### src/rtl/line_draw_pkg.sv
// Shared types and framebuffer geometry for the line-drawing pixel path.
package line_draw_pkg;
  localparam int FB_WIDTH  = 640;
  localparam int FB_HEIGHT = 480;
  localparam int FB_ADDR_W = 19;
  localparam int PIX_W     = 8;

  typedef logic [PIX_W-1:0]  pixel_t;
  typedef logic signed [31:0] coord_t;

  typedef enum logic [1:0] {IDLE, READ, WAIT, WRITE} wr_state_t;
endpackage

### src/rtl/pix_addr_calc.sv
// Combinational clip test and linear framebuffer address (y*WIDTH + x).
module pix_addr_calc
  import line_draw_pkg::*;
#(
  parameter int WIDTH  = FB_WIDTH,
  parameter int HEIGHT = FB_HEIGHT,
  parameter int ADDR_W = FB_ADDR_W
) (
  input  coord_t            x,
  input  coord_t            y,
  output logic              in_bounds,
  output logic [ADDR_W-1:0] addr
);

  // Signed bounds check; the address is only meaningful when in_bounds is set,
  // so truncation to ADDR_W cannot lose information for a legal point.
  always_comb begin
    in_bounds = (x >= 0) && (x < WIDTH) && (y >= 0) && (y < HEIGHT);
    addr      = ADDR_W'(y * WIDTH + x);
  end

endmodule

### src/rtl/line_pixel_writer.sv
// Commits stepper points to the greyscale framebuffer, one pixel in flight.
// Build option LINE_WRITER_RMW_EN: read-modify-write darkening by DARKEN;
// without it each in-bounds point is a single blind write of INK.
module line_pixel_writer
  import line_draw_pkg::*;
#(
  parameter int WIDTH  = FB_WIDTH,
  parameter int HEIGHT = FB_HEIGHT,
  parameter int ADDR_W = FB_ADDR_W,
  parameter int PIX_W  = 8,
  parameter int DARKEN = 32,
  parameter int INK    = 0,
  parameter int RD_LAT = 2
) (
  input  logic              clk,
  input  logic              reset,
  input  logic              in_plot,
  input  logic [31:0]       in_x,
  input  logic [31:0]       in_y,
  input  logic              in_done,
  output logic              in_enable,
  output logic [ADDR_W-1:0] mem_addr,
  output logic              mem_read,
  input  logic [PIX_W-1:0]  mem_rdata,
  output logic              mem_write,
  output logic [PIX_W-1:0]  mem_wdata,
  output logic              out_done,
  output logic [31:0]       pix_count,
  output logic [15:0]       clip_count
);

  wr_state_t         state_q, state_d;
  logic [ADDR_W-1:0] mem_addr_q, mem_addr_d;
  logic [PIX_W-1:0]  mem_wdata_q, mem_wdata_d;
  logic              mem_read_q, mem_read_d;
  logic              mem_write_q, mem_write_d;
  logic              out_done_q, out_done_d;
  logic              armed_q, armed_d;
  logic [31:0]       pix_count_q, pix_count_d;
  logic [15:0]       clip_count_q, clip_count_d;
  logic              in_bounds;
  logic [ADDR_W-1:0] calc_addr;
  logic              accept, fire;

`ifdef LINE_WRITER_RMW_EN
  localparam int CNT_W = (RD_LAT > 1) ? $clog2(RD_LAT) : 1;
  logic [CNT_W-1:0] lat_q, lat_d;
  logic             unused_cfg;
  assign unused_cfg = ^PIX_W'(INK);
`else
  logic             unused_cfg;
  assign unused_cfg = ^{mem_rdata, PIX_W'(DARKEN), 32'(RD_LAT)};
`endif

  pix_addr_calc #(.WIDTH(WIDTH), .HEIGHT(HEIGHT), .ADDR_W(ADDR_W)) u_calc (
    .x        (coord_t'(in_x)),
    .y        (coord_t'(in_y)),
    .in_bounds(in_bounds),
    .addr     (calc_addr)
  );

  assign in_enable = (state_q == IDLE) & ~reset;
  assign accept    = in_plot & in_enable;
  // out_done only after the pipe has drained and the stepper has nothing pending
  assign fire      = in_done & (state_q == IDLE) & ~in_plot & armed_q;

  // Next-state, memory strobes and counters
  always_comb begin
    state_d      = state_q;
    mem_read_d   = 1'b0;
    mem_write_d  = 1'b0;
    mem_addr_d   = mem_addr_q;
    mem_wdata_d  = mem_wdata_q;
    pix_count_d  = pix_count_q;
    clip_count_d = clip_count_q;
    out_done_d   = fire;
    armed_d      = ~in_done | (armed_q & ~fire);
`ifdef LINE_WRITER_RMW_EN
    lat_d        = lat_q;
`endif
    case (state_q)
      IDLE: if (accept) begin
        if (in_bounds) begin
          mem_addr_d = calc_addr;
`ifdef LINE_WRITER_RMW_EN
          state_d    = READ;
          mem_read_d = 1'b1;
`else
          state_d     = WRITE;
          mem_write_d = 1'b1;
          mem_wdata_d = PIX_W'(INK);
`endif
        end else if (clip_count_q != 16'hFFFF) begin
          clip_count_d = clip_count_q + 16'd1;
        end
      end
`ifdef LINE_WRITER_RMW_EN
      READ: begin
        state_d = WAIT;
        lat_d   = '0;
      end
      WAIT: begin
        if (lat_q == CNT_W'(RD_LAT - 1)) begin
          state_d     = WRITE;
          mem_write_d = 1'b1;
          mem_wdata_d = (mem_rdata > PIX_W'(DARKEN)) ? mem_rdata - PIX_W'(DARKEN) : '0;
        end else begin
          lat_d = lat_q + CNT_W'(1);
        end
      end
`endif
      WRITE: begin
        state_d     = IDLE;
        pix_count_d = pix_count_q + 32'd1;
      end
      default: state_d = IDLE;
    endcase
  end

  // State and output registers; reset abandons any pixel in flight
  always_ff @(posedge clk) begin
    if (reset) begin
      state_q      <= IDLE;
      mem_addr_q   <= '0;
      mem_wdata_q  <= '0;
      mem_read_q   <= 1'b0;
      mem_write_q  <= 1'b0;
      out_done_q   <= 1'b0;
      armed_q      <= 1'b1;
      pix_count_q  <= '0;
      clip_count_q <= '0;
`ifdef LINE_WRITER_RMW_EN
      lat_q        <= '0;
`endif
    end else begin
      state_q      <= state_d;
      mem_addr_q   <= mem_addr_d;
      mem_wdata_q  <= mem_wdata_d;
      mem_read_q   <= mem_read_d;
      mem_write_q  <= mem_write_d;
      out_done_q   <= out_done_d;
      armed_q      <= armed_d;
      pix_count_q  <= pix_count_d;
      clip_count_q <= clip_count_d;
`ifdef LINE_WRITER_RMW_EN
      lat_q        <= lat_d;
`endif
    end
  end

  assign mem_addr   = mem_addr_q;
  assign mem_read   = mem_read_q;
  assign mem_write  = mem_write_q;
  assign mem_wdata  = mem_wdata_q;
  assign out_done   = out_done_q;
  assign pix_count  = pix_count_q;
  assign clip_count = clip_count_q;

endmodule
### config.mk
export PLATFORM = sky130hd
export DESIGN_NAME = line_pixel_writer
export DESIGN_NICKNAME = d
export VERILOG_FILES = /design/src/rtl/line_draw_pkg.sv /design/src/rtl/pix_addr_calc.sv /design/src/rtl/line_pixel_writer.sv
export SDC_FILE = /design/constraint.sdc
export NUM_CORES = 1
export LEC_CHECK = 0
export CAP_MARGIN = 20
export CORE_MARGIN = 1
export CORE_UTILIZATION = 30
export CTS_BUF_LIST = sky130_fd_sc_hd__clkbuf_4 sky130_fd_sc_hd__clkbuf_8
export DETAILED_ROUTE_END_ITERATION = 10
export GPL_ROUTABILITY_DRIVEN = 0
export SYNTH_ARGS = -nofsm -noshare
export SYNTH_HDL_FRONTEND = slang
export SYNTH_SLANG_ARGS = --single-unit
export TNS_END_PERCENT = 50
### constraint.sdc
create_clock -name clk -period 3.17 [get_ports clk]
set_clock_uncertainty 0.15 [all_clocks]
set_input_delay 0.634 -clock clk [delete_from_list [all_inputs] [get_ports clk]]
set_output_delay 0.634 -clock clk [all_outputs]
set_load 0.01 [all_outputs]
After elaboration in Yosys (flattened, before gate mapping)
Cells that the tools add are included.
Widths: inputs -> output; s select.
{"block": "word_totals", "input_bits": 76, "rom_bits": 0, "mem_count": 0, "output_inout_bits": 79, "ram_bits": 0, "latchBits": 0, "register_bits": 71, "wordCells": 41}
{"block": "classes", "mul": 1, "n_mux": 1, "shift": 0, "div_mod_pow": 0, "bitwise_logic": 14, "addsub": 3, "magnitude_cmp": 4, "n_eq_ne": 2, "reduce_logical": 9}
{"op": "$ge 32x1->1 const B", "count": 2}
{"op": "$add 32x1->32 const B", "count": 1}
{"op": "$lt 32x10->1 const B", "count": 1}
{"op": "$lt 32x11->1 const B", "count": 1}
{"op": "$mul 32x4->12 const B", "count": 1}
{"op": "$add 19x19->19", "count": 1}
{"op": "$add 16x1->16 const B", "count": 1}
{"op": "$ne 16x16->1 const B", "count": 1}
{"op": "$not 1->1", "count": 7}
{"op": "$and 1x1->1", "count": 6}
{"op": "$reduce_and 4->1", "count": 1}
{"op": "$logic_and 1x1->1", "count": 3}
{"op": "$reduce_and 3->1", "count": 1}
{"op": "$reduce_or 3->1", "count": 1}
{"op": "$eq 2x2->1 const B", "count": 1}
{"op": "$logic_not 2->1", "count": 1}
{"op": "$reduce_and 2->1", "count": 1}
{"op": "$reduce_or 2->1", "count": 1}
{"op": "$mux 1", "count": 1}
{"op": "$or 1x1->1", "count": 1}

Depth between registers and ports, before layout
Gate-level depths: netlist of the first run.
{"block": "logic_depth", "word_depth": 7, "ltp_mapped": 15, "ltp_nobuf": 15}

Cells and area by module
From an unflattened synthesis of the first run, not the netlist that was laid out.
{"block": "hier_totals", "hier_cells": 526, "hier_area_um2": 4326.6}
{"module": "line_pixel_writer", "cells_each": 381, "seq_area_each_um2": 1421.4, "area_each_um2": 3221.8, "instances": 1}
{"module": "pix_addr_calc", "cells_each": 145, "seq_area_each_um2": 0.0, "area_each_um2": 1104.8, "instances": 1}

Worst setup path before layout of the first run
OpenSTA, ideal clock, no wires.
{"block": "synth_path", "path_type": "input to register", "from": "in in_y[2]", "to": "reg mem_addr_q[16], in the netlist mem_addr[16]", "required_ns": 2.941, "cell_stages": 14, "arrival_time_ns": 3.131, "path_buffers": 0, "slack_ns": -0.190, "setup_ns": 0.079, "cell_sequence": "ha_1 > ha_1 > a21o_1 > a21oi_1 > nor2b_1 > o21a_1 > nor2_1 > xnor2_1 > ha_1 > a211o_1 > a21oi_1 > a211oi_1 > xnor2_1 > a211oi_2"}
{"block": "synth_via", "elab_chain_len": 4, "elab_cells_between_ends": 7, "classes_between": "add/sub (1); mul (1); order compare (2); reduce/logical (3)"}
{"item": "start: declaration", "line_no": "line_pixel_writer.sv:19", "text": "input logic [31:0] in_y,"}
{"item": "branches (longest 4 deep; another with $mul 32x4->12)"}
{"item": "end signal: assignment", "line_no": "line_pixel_writer.sv:137", "text": "mem_addr_q <= mem_addr_d;"}
{"item": "end: declaration", "line_no": "line_pixel_writer.sv:33", "text": "logic [ADDR_W-1:0] mem_addr_q, mem_addr_d;"}
Several ways; the timed one is not identified.
A chain may end at the register's enable or synchronous reset.

Final worst setup path of the first run
{"block": "layout_path", "from": "in in_y[7]", "to": "reg mem_addr_q[18], in the netlist mem_addr[18]"}
Same word-level chain as after synthesis.

==> impl_metrics.toml, run 1 <==
[status]
outcome = "complete, no violations"

[timing]
drv_slew = 0
period_needed_ns = 3.12
hold_viol = 0
grt_setup_unrepaired = "true"
slew_headroom_pct = 48.2
setup_viol = 0
max_freq_ghz = 0.320
setup_ws_ns = 0.0493
fin_crit_sh_pct = 98.4
tightest_slew_ns = 0.777

[routing]
totalWireLength_um = 11600
vias = 4136
drcViolationCount = 0
dr.first_iter.drc_count = 154
first_pass_iters = 4
final_antenna_net_count = 0
via_per_inst = 4.84
wl_per_cell_um = 13.6

[cells_and_area]
final_nets = 783
fillCellCount = 1291
antennaDiodeCount = 0
syn_to_final_growth_pct = 52.5
finalNonFillerCells = 855
multiInputGateArea_um2 = 2760
ff_latch_area_um2 = 1420
layout-drive-gt1-share_pct = 18.1

[critical_path]
path_delay_family = "adder cells"
crit_path_end_kind = "flop"
path_common_cell = "ha_1"
cp_slowest_cell = "clkdlybuf4s50_1"
critPathLaunchType = "primary input"
regToRegSetupSlack_ns = 0.91
required_ns = 3.26
worstSetupPathType = "in -> reg"
crit_chain = "clkdlybuf4s50_1, buf_4, ha_1, ha_2, nor2_1, nor2_2, o41ai_4, xnor2_1, ha_1, nand3_1, o21a_1, nor4_1, nor3b_1"
arrival_ns = 3.21
cp_max_fo = 3
slowest_delay_ns = 0.43
crit_buf_inv = 2

[yosys]
ys_seq_area_share_pct = 34.0
syn_area_per_cell_um2 = 8.50
synth.distinct_cells = 59
ys_ff_latch = 71
synth-edff-count = 0
syn_inst = 492
yosys_warnings = 0
syn_area_um2 = 4180
synth-async-reset-ratio_pct = 0
ys.flop_type = "dfxtp_1"

[power]
internal_power_mw = 1.56
p_switching_uw = 649
p_clk_share_pct = 29.5
leakage_nw = 2.35
p_sw_share_pct = 29.3
pwr-share-comb_pct = 30.0
seqPwrFrac_pct = 40.5
p_per_area_nw_per_um2 = 347
total_power_mw = 2.21
peakVddDrop_uv = 156

[place]
placement.io_buffers = 137
dp.cells = 834
hpwl_um = 9020
pre_cts_ws_ns = -0.704

[die]
die_h_um = 120
start_util_pct = 31.2
dieWidth_um = 120
core_um2 = 13400
io_pins = 155
die-area_um2 = 14400
num_rows = 42

[clock_tree]
h-tree-depth = 3
ctsHoldBuffers = 0
clk_latency_ns = 0.36
clock-sinks = 71
root_buffer = "clkbuf_8"
path_clk_slew_ns = 0.07
cts_buffers = 9
clockBufferDepth = 2
cts_tree = "built"

[flow_run]
max_cap_viol_count = 0

[grt]
antenna_found_initial = 0
grt-ovfl-total = 0
grt_max_degree = 69
grt_pass1_wl_um = 19500
grt.total_usage_pct = 16.9
grt_pass1_vias = 4264

[min_path]
hp-class = "reg -> reg"
## cells in the mapped netlist (12+ instances only)
master	instances	area, um^2
o21ai_0	22	110
buf_4	12	90.1
xor2_1	19	166
nand3_1	17	85.1
dfxtp_1	71	1420
xnor2_1	26	228
a21oi_1	31	155
nand2_1	52	195
ha_1	30	375
nor2_1	55	206
nand4_1	14	87.6
inv_1	14	52.6
## worst paths after layout
check	from	endpoint	cells past startpoint
hold / removal	mem_addr[0]	mem_addr[0]	2
setup reg to reg	state_q[0]	pix_count[30]	5
hold reg to reg	mem_addr[0]	mem_addr[0]	2
setup / recovery	in_y[7]	mem_addr[18]	13
## routing by layer
metal / track usage, % / vias to the layer above / wire [um] / share of wire, %
met5: 0 / - / 0 / 0
met2: 29.1 / 97 / 5750 / 49
li1: - / 2086 / - / -
met3: 5.75 / 18 / 707 / 6.1
met1: 19.1 / 1935 / 4960 / 43
met4: 6.02 / 0 / 209 / 1.8
## cell families after synthesis
| group | Yosys count | share of synthesized area, % |
|---|---|---|
| AO/OA/AOI/OAI | 83 | 12.5 |
| XOR/XNOR | 45 | 9.42 |
| adder cells (fa/ha/maj) | 32 | 9.93 |
| buffers and inverters | 40 | 5.12 |
| flip-flops | 71 | 34.0 |
| multiplexers | 7 | 2.06 |
| other | 1 | 0.0897 |
| AND/OR/NAND/NOR | 213 | 26.9 |
## power by group through the flow
| stage | Clock (mW) | Sequential (mW) | Combinational [mW] |
|---|---|---|---|
| floorplan | 0 | 0.918 | 0.338 |
| global placement | 0 | 0.917 | 0.593 |
| detailed placement | 0 | 0.918 | 0.602 |
| CTS | 0.682 | 0.897 | 0.638 |
| global route | 0.730 | 0.897 | 0.729 |
| finish | 0.653 | 0.897 | 0.664 |
## placed cells by master (no fill, tap or decap), types with 8 or more instances in the layout
cell,instances
inv_1,13
conb_1,9
or3_1,11
nor3_1,9
buf_4,53
ha_1,18
ha_4,8
nand4_1,14
clkbuf_8,10
and4_1,9
nand3_1,17
a21oi_1,27
nand2_1,52
clkdlybuf4s50_1,129
xor2_1,19
o21ai_0,20
dfxtp_1,71
nor2_1,53
nor4_1,10
xnor2_1,25
## state kept, by name, indices dropped and copies added (netlist names)
name        flops
mem_addr       19
armed_q         1
mem_write       1
out_done        1
pix_count      32
state_q         1
clip_count     16
## worst min-delay path, delay by kind of cell (launching register included)
family / cells / cell delay (ns)
AOI/OAI and AO/OA: 1 / 0.05
and+or+nand+nor: 1 / 0.05
DFF: 1 / 0.31
## area by class of cell
cell class | count | area share (%)
Clock buffer | 10 | 2.16
Sequential cell | 71 | 22.3
Timing Repair Buffer | 189 | 27.4
Multi-Input combinational cell | 389 | 43.3
Tap cell | 176 | 3.45
Clock inverter | 5 | 0.530
Inverter | 15 | 0.902
## per-stage QoR
step                utilization, %  setup TNS (ns)  hold slack [ns]  cell area, um^2
finish                        47.6               0            0.305             6380
global route                  47.6         -0.0629            0.324             6380
CTS                           47.1               0            0.308             6320
floorplan                        -         -0.0642            0.282             4270
detailed placement            45.2           -4.01            0.297             6050
global placement              45.2           -3.27            0.291             6050
## timing repair
item | in CTS | in global routing
pin swaps | 18 | 21
gates cloned | 0 | 0
buffers inserted | 5 | 1
endpoints found under the setup margin | 6 | 5
gates resized for setup | 30 | 17
Note: power is estimated with default switching activity, not from simulation.
==> inputs of run 2 (changes only) <==
--- a/config.mk
+++ b/config.mk
@@ -5,6 +5,7 @@
 export SDC_FILE = /design/constraint.sdc
 export NUM_CORES = 1
 export LEC_CHECK = 0
+export ABC_AREA = 1
 export CAP_MARGIN = 20
 export CORE_MARGIN = 1
 export CORE_UTILIZATION = 30
==> run 2 against run 1 <==
Synthesized cell count up 51%; utilization down 3.4 points; sequential share of layout area down 2.0 points; largest cell class unchanged; highest routed layer unchanged.
==> impl_metrics.toml, run 2 <==
[yosys]
synth_top_area_cell = "dfxtp_1"
yosys_warnings = 0
synth_commonest_cells = "nand2_1 (206), nor2_1 (115), dfxtp_1 (71), inv_1 (70), a21oi_1 (55)"
ys_ff_latch = 71
syn_area_um2 = 4870
syn_area_per_cell_um2 = 6.56
synth-async-reset-ratio_pct = 0
synth.most_common_cell = "nand2_1"
synth.distinct_cells = 39
syn_inst = 742
synth.area.top_cells = "dfxtp_1 (29%), nand2_1 (16%), nor2_1 (8.9%), ha_1 (7.7%), a21oi_1 (5.7%)"
ys_seq_area_share_pct = 29.2
ys.flop_type = "dfxtp_1"
synth-edff-count = 0
synth_top_area_share_pct = 29.2

[die]
io_pins = 155
dieWidth_um = 129
core_um2 = 15900
die_h_um = 129
num_rows = 46
die-area_um2 = 16700
start_util_pct = 30.7

[timing]
tightest_slew_ns = 0.883
period_needed_ns = 3.05
hold_viol = 0
drv_slew = 0
hold_slack_ns = 0.295
slew_headroom_pct = 41.1
grt_setup_unrepaired = "false"
max_freq_ghz = 0.328
setup_ws_ns = 0.121
fin_crit_sh_pct = 96.2
setup_viol = 0
tns_ns = 0

[critical_path]
worstSetupPathType = "in -> reg"
path_delay_family = "adder cells"
path_common_cell = "buf_4"
required_ns = 3.26
arrival_ns = 3.14
slowest_delay_ns = 0.44
cp_max_fo = 3
crit_buf_inv = 4
crit_chain = "clkdlybuf4s50_1, ha_1, ha_4, a21oi_1, o21a_1, nand2_1, xor2_1, ha_1, buf_4, buf_4, buf_4, nand4_1, nand2_1, nor2_1, nor2_1"
r2r_start = "clip_count[0]"
cp_slowest_cell = "clkdlybuf4s50_1"
critPathLaunchType = "primary input"
crit_start = "in_y[9]"
crit_path_end_kind = "flop"

[clock_tree]
clockBufferDepth = 2
clk_latency_ns = 0.35
ctsHoldBuffers = 0
path_clk_slew_ns = 0.08
root_buffer = "clkbuf_8"
clock-sinks = 71
cts_buffers = 9
h-tree-depth = 3
cts_tree = "built"

[grt]
grt_pass1_wl_um = 22400
antenna_found_initial = 0
grt_max_degree = 43
grt-ovfl-total = 0
grt.total_usage_pct = 16.8
grt_pass1_vias = 4620

[cells_and_area]
final_nets = 1012
antennaDiodeCount = 0
largest_register_ffs = 32
layout_common_cells = "nand2_1 (201), clkdlybuf4s50_1 (128), nor2_1 (111), dfxtp_1 (71), inv_1 (68)"
syn_to_final_growth_pct = 44.1
design_area_um2 = 7020
layout-drive-gt1-share_pct = 11.6
finish.utilization_pct = 44.2
fillCellCount = 1698
final_common_cell = "nand2_1"

[min_path]
hp-class = "reg -> reg"
hold_start = "armed_q"

[routing]
drcViolationCount = 0
wl_per_cell_um = 12.5
first_pass_iters = 5
final_antenna_net_count = 0
via_per_inst = 4.57
dr.first_iter.drc_count = 279
vias = 5140
totalWireLength_um = 14100

[place]
hpwl_um = 10700
pre_cts_ws_ns = -0.571
dpl_cell_area_um2 = 6580
placement.io_buffers = 137

[power]
leakage_nw = 2.83
p_per_area_nw_per_um2 = 341
peakVddDrop_uv = 184

[flow_run]
max_cap_viol_count = 0

[status]
outcome = "complete, no violations"
[run 2: cell types whose count changed in the layout (fill, tap and decap cells not counted), sizes merged, moves of 27 or more]
cell	before	now
nand2	52	210
nor2	59	126
inv	15	73
nand3	18	48
a21oi	32	59
buf	57	30
[run 2: metal layers]
layer,up-vias,global-route usage [%],routed length (um)
met5,-,0,0
met4,0,3.69,114
met3,9,3.80,844
met2,150,27.9,6630
met1,2292,22.3,6500
li1,2689,-,-
[run 2: logic make-up (layout without fill, tap and decap cells)]
logic type / after synthesis / count (layout) / share of synthesized area (%)
AOI/OAI and AO/OA: 84 / 84 / 9.35
xor gates and xnor gates: 33 / 33 / 5.93
adders and majority gates: 32 / 32 / 8.53
buffers and inverters: 96 / 255 / 8.73
DFF: 71 / 71 / 29.2
other: 1 / 9 / 0.0770
and+or+nand+nor: 425 / 425 / 38.2
[run 2: final timing paths]
path	slack (ns)	depth (start not counted)	to
worst min-delay path	0.30	2	out_done
worst max-delay path	0.12	15	mem_addr[17]
worst min register to register	0.30	2	out_done
worst max register to register	1.08	11	clip_count[0]
[run 2: final cells by class]
class	instances	area [um^2]	share of cell area, %
clock buffers	10	131	1.87
well taps	216	270	3.85
inverters	73	274	3.91
flip-flops and latches	71	1420	20.3
multi-input cells	583	3250	46.3
clock inverters	6	85.1	1.21
repair buffers	166	1590	22.6
[run 2: stage by stage]
step	power, mW	std cells
2_1_floorplan	1.28	750
3_3_place_gp	1.51	1106
3_5_place_dp	1.51	1106
4_1_cts	2.37	1124
5_1_grt	2.54	1125
6_report	2.39	1125
[run 2: worst min-delay path, stage by stage (launching register included)]
cell and delay, ns:
dfxtp_1 0.31, inv_1 0.05, nor4_1 0.04
[run 2: power breakdown]
part | internal [mW] | total, mW | switching, mW | leakage, nW
Clock | 0.449 | 0.808 | 0.358 | 0.106
Combinational | 0.338 | 0.687 | 0.349 | 2.15
Sequential | 0.894 | 0.898 | 0.00390 | 0.572
[run 2: what timing repair did]
| item | in CTS | in global routing |
|---|---|---|
| hold endpoints to repair | 0 | 0 |
| setup buffers | 2 | 1 |
| resized for setup | 14 | 32 |
| endpoints found under the setup margin | 5 | 6 |
| pin swaps | 10 | 17 |
| gates cloned | 0 | 0 |
